===== src/rtl/interconnect_pkg.sv =====
// Shared constants and types for the global memory
// initiator: address split and read tag format.
package interconnect_pkg;
  localparam int GLOBAL_MEM_N_REQ = 4;
  localparam int N_GLOBAL_MEM_BANKS = 8;
  localparam int GLOBAL_MEM_DATA_L = 32;
  localparam int GLOBAL_MEM_PER_BANK_ADDR_L = 8;
  localparam int GLOBAL_MEM_RD_LATENCY = 1;

  localparam int BANK_SEL_L = $clog2(N_GLOBAL_MEM_BANKS);
  localparam int REQ_ADDR_L =
    GLOBAL_MEM_PER_BANK_ADDR_L + BANK_SEL_L;
  localparam int PORT_ID_L = $clog2(GLOBAL_MEM_N_REQ);

  typedef struct packed {
    logic                 vld;
    logic [PORT_ID_L-1:0] port;
  } rd_tag_t;
endpackage


===== src/rtl/rr_arbiter.sv =====
// Round-robin arbiter with a registered start pointer.
// The pointer moves past the winner; N must be a power of 2.
module rr_arbiter #(
  parameter int N  = 4,
  parameter int PW = (N > 1) ? $clog2(N) : 1
) (
  input  logic         clk,
  input  logic         rst,
  input  logic [N-1:0] req,
  output logic [N-1:0] grant
);

  logic [PW-1:0] ptr;
  logic [PW-1:0] idx;
  logic [PW-1:0] win;
  logic          found;

  always_comb begin
    grant = '0;
    found = 1'b0;
    win   = ptr;
    idx   = ptr;
    for (int i = 0; i < N; i++) begin
      idx = ptr + PW'(i);
      if (!found && req[idx]) begin
        found      = 1'b1;
        grant[idx] = 1'b1;
        win        = idx;
      end
    end
  end

  always_ff @(posedge clk or negedge rst) begin
    if (!rst) begin
      ptr <= '0;
    end else if (found) begin
      ptr <= win + 1'b1;
    end
  end

endmodule


===== src/rtl/global_mem_access_ctrl.sv =====
// Client-side initiator for the banked global memory:
// per-bank arbitration, bank drive and read return.
module global_mem_access_ctrl
  import interconnect_pkg::*;
#(
  parameter int N_REQ       = GLOBAL_MEM_N_REQ,
  parameter int N_BANKS     = N_GLOBAL_MEM_BANKS,
  parameter int DATA_L      = GLOBAL_MEM_DATA_L,
  parameter int BANK_ADDR_L = GLOBAL_MEM_PER_BANK_ADDR_L,
  parameter int RD_LATENCY  = GLOBAL_MEM_RD_LATENCY,
  parameter int ADDR_L      = BANK_ADDR_L + $clog2(N_BANKS)
) (
  input  logic                   clk,
  input  logic                   rst,
  input  logic [N_BANKS-1:0]     config_bank_blk,
  input  logic [N_REQ-1:0]       req_valid,
  output logic [N_REQ-1:0]       req_ready,
  input  logic [N_REQ-1:0]       req_wr,
  input  logic [N_REQ-1:0][ADDR_L-1:0] req_addr,
  input  logic [N_REQ-1:0][DATA_L-1:0] req_wr_data,
  output logic [N_REQ-1:0]       rsp_valid,
  output logic [N_REQ-1:0][DATA_L-1:0] rsp_data,
  output logic                   busy,
  output logic [N_BANKS-1:0][BANK_ADDR_L-1:0] global_mem_addr,
  output logic [N_BANKS-1:0][DATA_L-1:0] global_mem_wr_data,
  output logic [N_BANKS-1:0]     global_mem_wr_en,
  output logic [N_BANKS-1:0]     global_mem_rd_en,
  input  logic [N_BANKS-1:0][DATA_L-1:0] global_mem_rd_data
);

  localparam int SEL_L = $clog2(N_BANKS);
  localparam int CNT_L = $clog2(N_BANKS * (1 + RD_LATENCY) + 1);
  localparam int LAST  = RD_LATENCY;

  logic [N_BANKS-1:0][N_REQ-1:0] cand;
  logic [N_BANKS-1:0][N_REQ-1:0] grant;

  logic [N_BANKS-1:0]                  sel_any;
  logic [N_BANKS-1:0]                  sel_wr;
  logic [N_BANKS-1:0][BANK_ADDR_L-1:0] sel_row;
  logic [N_BANKS-1:0][DATA_L-1:0]      sel_data;
  logic [N_BANKS-1:0][PORT_ID_L-1:0]   sel_port;

  rd_tag_t tag [N_BANKS][RD_LATENCY+1];

  logic [N_REQ-1:0]             rv;
  logic [N_REQ-1:0][DATA_L-1:0] rd;
  logic [CNT_L-1:0]             outstanding;
  logic [CNT_L-1:0]             inc;
  logic [CNT_L-1:0]             dec;

  // Reset also masks candidates so nothing is granted in reset
  always_comb begin
    cand = '0;
    for (int b = 0; b < N_BANKS; b++) begin
      for (int p = 0; p < N_REQ; p++) begin
        cand[b][p] = rst && req_valid[p]
          && !config_bank_blk[b]
          && (req_addr[p][SEL_L-1:0] == SEL_L'(b));
      end
    end
  end

  for (genvar b = 0; b < N_BANKS; b++) begin : g_arb
    rr_arbiter #(.N(N_REQ)) u_arb (
      .clk   (clk),
      .rst   (rst),
      .req   (cand[b]),
      .grant (grant[b])
    );
  end

  always_comb begin
    req_ready = '0;
    sel_any   = '0;
    sel_wr    = '0;
    sel_row   = '0;
    sel_data  = '0;
    sel_port  = '0;
    for (int b = 0; b < N_BANKS; b++) begin
      for (int p = 0; p < N_REQ; p++) begin
        if (grant[b][p]) begin
          req_ready[p] = 1'b1;
          sel_any[b]   = 1'b1;
          sel_wr[b]    = req_wr[p];
          sel_row[b]   = req_addr[p][ADDR_L-1:SEL_L];
          sel_data[b]  = req_wr_data[p];
          sel_port[b]  = PORT_ID_L'(p);
        end
      end
    end
  end

  always_comb begin
    rv  = '0;
    rd  = '0;
    inc = '0;
    dec = '0;
    for (int b = 0; b < N_BANKS; b++) begin
      inc = inc + CNT_L'(sel_any[b] & ~sel_wr[b]);
      dec = dec + CNT_L'(tag[b][LAST].vld);
      for (int p = 0; p < N_REQ; p++) begin
        if (tag[b][LAST].vld &&
            tag[b][LAST].port == PORT_ID_L'(p)) begin
          rv[p] = 1'b1;
          rd[p] = global_mem_rd_data[b];
        end
      end
    end
  end

  always_ff @(posedge clk or negedge rst) begin
    if (!rst) begin
      global_mem_addr    <= '0;
      global_mem_wr_data <= '0;
      global_mem_wr_en   <= '0;
      global_mem_rd_en   <= '0;
      rsp_valid          <= '0;
      rsp_data           <= '0;
      outstanding        <= '0;
      for (int b = 0; b < N_BANKS; b++) begin
        for (int k = 0; k <= LAST; k++) begin
          tag[b][k] <= '0;
        end
      end
    end else begin
      for (int b = 0; b < N_BANKS; b++) begin
        global_mem_wr_en[b] <= sel_any[b] & sel_wr[b];
        global_mem_rd_en[b] <= sel_any[b] & ~sel_wr[b];
        if (sel_any[b]) begin
          global_mem_addr[b]    <= sel_row[b];
          global_mem_wr_data[b] <= sel_data[b];
        end
        tag[b][0] <= '{vld:  sel_any[b] & ~sel_wr[b],
                       port: sel_port[b]};
        for (int k = 1; k <= LAST; k++) begin
          tag[b][k] <= tag[b][k-1];
        end
      end
      rsp_valid <= rv;
      for (int p = 0; p < N_REQ; p++) begin
        if (rv[p]) begin
          rsp_data[p] <= rd[p];
        end
      end
      outstanding <= outstanding + inc - dec;
    end
  end

  // Counter tracks exactly the valid tags in flight
  assign busy = |outstanding;

endmodule

===== config.mk =====
export PLATFORM = sky130hd
export DESIGN_NAME = global_mem_access_ctrl
export DESIGN_NICKNAME = d
export VERILOG_FILES = /design/src/rtl/interconnect_pkg.sv /design/src/rtl/rr_arbiter.sv /design/src/rtl/global_mem_access_ctrl.sv
export SDC_FILE = /design/constraint.sdc
export NUM_CORES = 2
export LEC_CHECK = 0
export CORE_AREA = 2 2 362 364
export CTS_CLUSTER_DIAMETER = 60
export DETAILED_ROUTE_END_ITERATION = 12
export DIE_AREA = 0 0 364 366
export PLACE_DENSITY = 0.63
export RECOVER_POWER = 25
export SETUP_SLACK_MARGIN = 0.3
export SKIP_LAST_GASP = 1
export SLEW_MARGIN = 20
export SYNTH_ARGS = -nofsm -noshare
export SYNTH_HDL_FRONTEND = slang
export SYNTH_SLANG_ARGS = --single-unit

===== constraint.sdc =====
create_clock -name clk -period 9.3 [get_ports clk]
set_clock_uncertainty 0.1 [all_clocks]
set_input_delay 1.86 -clock clk [delete_from_list [all_inputs] [get_ports clk]]
set_output_delay 1.86 -clock clk [all_outputs]
set_load 0.005 [all_outputs]

==> impl_metrics.tcl <==
set metrics [dict create \
    numCtsBuffers 82 \
    hold_path_class "reg2reg" \
    portBuffers 918 \
    fin_crit_sh 0.912 \
    grt_pass1_wl_um 373000 \
    worst_pin_slew_ns 4.04 \
    first_pass_iters 10 \
    hold_ws_ns 0.229 \
    failed_checks "capacitance limit, slew limit" \
    drc 0 \
    worstPathArrival_ns 6.52 \
    pwr-share-comb 0.628 \
    clock_sinks 529 \
    drt_iter0_markers 8804 \
    clkTransAtPathRegs_ns 0.06 \
    ant_nets 0 \
    die_h_um 366 \
    final_cell_count_no_fill 7190 \
    nFillCells 12800 \
    period_minus_slack_ns 8.48 \
    grt_max_degree 135 \
    status "finished, violations left" \
    path_class "in2out" \
    cts_tree "built" \
    p_sw_frac 0.483 \
    clk_latency_ns 0.73 \
    drv_slew 607 \
    post-route-util 0.410 \
    track_usage 0.388 \
    cts_resized 0 \
    timing.rr.start "g_arb[3].u_arb.ptr[0]" \
    slew_headroom -1.69 \
    async_flop_share 1.00 \
    viasPerCell 6.92 \
    vias 49700 \
    grt_antenna_before_repair 81 \
    ys_seq_elements 529 \
    tns_ns 0 \
    clock.fmax_mhz 118 \
    syn-cell-area_um2 39200 \
    worstHoldEndpoint "tag[37]" \
    start_util 0.304 \
    critPathLaunchType "primary input" \
    required_ns 7.34 \
    use_met2 0.574 \
    holdPathStages 0 \
    regArea_um2 13200 \
    hold_viol_final 0 \
    synth_edf_count 0 \
    syn_inst 4757 \
    total_power_uw 22200 \
    area_growth_pct 34.7 \
    routed_wl_um 270000 \
    ios 919 \
    synth_area_per_cell_um2 8.25 \
    ys_warn_count 0 \
    end_kind "output port" \
    layout.nets 5838 \
    gr-usage-met1 0.445 \
    rrSetupSlack_ns 1.48 \
    ys_seq_area_frac 0.337 \
    globalRouteOverflowTotal 0 \
    p_int_uw 11500 \
    die_w_um 364 \
    power_density_nw_per_um2 421 \
    setup_viol_count_final 0 \
    htree_levels 3 \
    multi_input_area_um2 23900 \
    dpl.cell_count 6991 \
    p_leak_uw 0.0194 \
    ctsLongestPathBuffers 3 \
    hp-start "tag[40]" \
    p_switching_uw 10700 \
    place_congestion 0.973 \
    cts_setup_buffers 0 \
    synth.distinct_cells 101 \
    syn_nets 5262 \
    worstReg2RegEnd "outstanding[2]" \
    coreArea_um2 129000 \
    layout-drive-gt1-share 0.0838 \
    fp.dieArea_um2 133000 \
    critPathMaxFanout 24 \
    reg2reg_depth 21 \
    p_seq_frac 0.218 \
    post-dp-hpwl_um 176000 \
    drv_cap 12 \
    grt.busiest_layer "met2" \
    root_buffer "clkbuf_16" \
    gr-usage-met3 0.170 \
    rsz0062_at_grt "no" \
    grt_pass1_vias 46900 \
    wl_per_cell_um 37.5 \
    clkPwrFrac 0.154 \
    holdBufCountCts 0 \
    ir_worst_vdd_mv 0.386 \
    rows 132 \
    synth_ff_type "dfrtp_1" \
]
==> cell usage in the layout (no fill, tap or decap), types with 36 or more instances in the layout <==
cell             netlist  layout
dfrtp_1              529     529
diode_2                0      56
o21ai_0              392     392
o22ai_1              144     144
a22o_1                48      48
clkbuf_16              0      82
o21a_1                49      47
a311oi_1              66      66
a22oi_1               99      99
nand2_1              464     457
a2bb2oi_1             96      94
a21oi_1              224     220
buf_4                 25     136
nor3_1                86      81
o2bb2ai_1             37      36
o221ai_1              83      82
a221oi_1             187     186
o311ai_0              97      97
ha_1                  46      46
clkdlybuf4s50_1        0     917
a211oi_1              78      78
a31oi_1               54      53
nor2_1               438     427
nand3_1              147     142
inv_1                 51      51
mux2i_1               46      46
a221o_1              129     126
o211ai_1              73      73
o22a_1                58      58
==> sequential cells by signal, summed over array words and instances, names as in the netlist <==
name and count:
rsp_valid 4, tag 40, outstanding 5, rsp_data 128
g_arb.u_arb.ptr 16, global_mem_rd_en 8, global_mem_wr_data 256, global_mem_addr 64
global_mem_wr_en 8
==> worst max path at each step <==
stage                  from             end  slack, ns  cells after the start
2_1_floorplan           rst  outstanding[3]       1.63                     23
3_3_place_gp   req_addr[12]  outstanding[2]       0.55                     20
3_5_place_dp   req_addr[33]  outstanding[3]       0.52                     21
4_1_cts        req_addr[12]    req_ready[3]       0.90                     11
5_1_grt        req_addr[12]    req_ready[3]       0.74                     11
6_report       req_valid[1]    req_ready[3]       0.82                     11
==> metal layers <==
layer  vias to the layer above  part of all wire
met4                        48             0.088
met1                     24000              0.34
met5                         -            0.0016
met3                      1353              0.15
li1                      19600                 -
met2                      4658              0.42
==> cells by family after synthesis <==
kind of cell / count (synthesis) / share of synthesized area
compound gates: 2099 / 0.394
simple gates: 1358 / 0.158
buf+inv: 631 / 0.0666
flops: 529 / 0.337
mux: 62 / 0.0192
fa+ha+maj: 59 / 0.0213
xor+xnor: 19 / 0.00424
==> power by group through the flow <==
| stage | combinational, uW | sequential [uW] | clock (uW) |
|---|---|---|---|
| final | 14000 | 4840 | 3430 |
| after global routing | 14700 | 4870 | 3540 |
| after CTS | 13500 | 4730 | 3430 |
| after detailed placement | 13400 | 4720 | 0 |
| after global placement | 13400 | 4750 | 0 |
| after floorplan | 7320 | 4320 | 0 |
==> synth_stat cells (all sizes together) (16+ instances only) <==
master   number  share of area
nand4        16         0.0026
nor3         89          0.012
nand2b       19         0.0030
o22ai       144          0.023
and2         19         0.0030
nor2        440          0.042
a22o         48          0.011
a22oi       100          0.019
nand3       147          0.019
o21a         49         0.0094
nor4         16         0.0030
a211oi       79          0.015
mux2i        46          0.012
a221o       129          0.033
o311ai       98          0.022
inv          52         0.0050
a2bb2oi     126          0.033
and3         22         0.0035
o21bai       28         0.0054
a31oi        54         0.0086
ha           46          0.015
o221ai       83          0.019
o2bb2ai      38         0.0086
o211ai       73          0.014
a221oi      193          0.044
a21oi       224          0.029
o21ai       426          0.054
nand2       466          0.045
clkbuf      403          0.040
dfrtp       529           0.34
or3b         21         0.0047
a311oi       67          0.015
o22a         58          0.013
xnor2        17         0.0038
buf         171          0.022
nand3b       26         0.0050
a21o         19         0.0036
==> critical path, cell delays in order <==
cell and delay [ns]:
clkdlybuf4s50_1 0.77, and3_1 0.49, nand3_1 0.19, mux4_2 0.57, and2_1 0.19, a22o_1 0.23
a221o_2 0.40, buf_4 0.28, nor4_1 0.51, nand3_1 0.44, clkdlybuf4s50_1 0.57
==> through the flow <==
step / worst slack, ns / instance area (um2)
after floorplan: 1.63 / 39200
after global placement: 0.553 / 49900
after detailed placement: 0.522 / 49900
after CTS: 0.902 / 52800
after global routing: 0.742 / 52800
final: 0.815 / 52900
==> cell type report <==
class | count | share of cell area
multi-input combinational | 3597 | 0.452
timing repair buffer | 1066 | 0.194
tap | 1742 | 0.0412
sequential | 529 | 0.250
antenna | 56 | 0.00265
clock buffer | 97 | 0.0414
clock inverter | 46 | 0.0135
inverter | 57 | 0.00405
(Power assumes the default switching activity.)
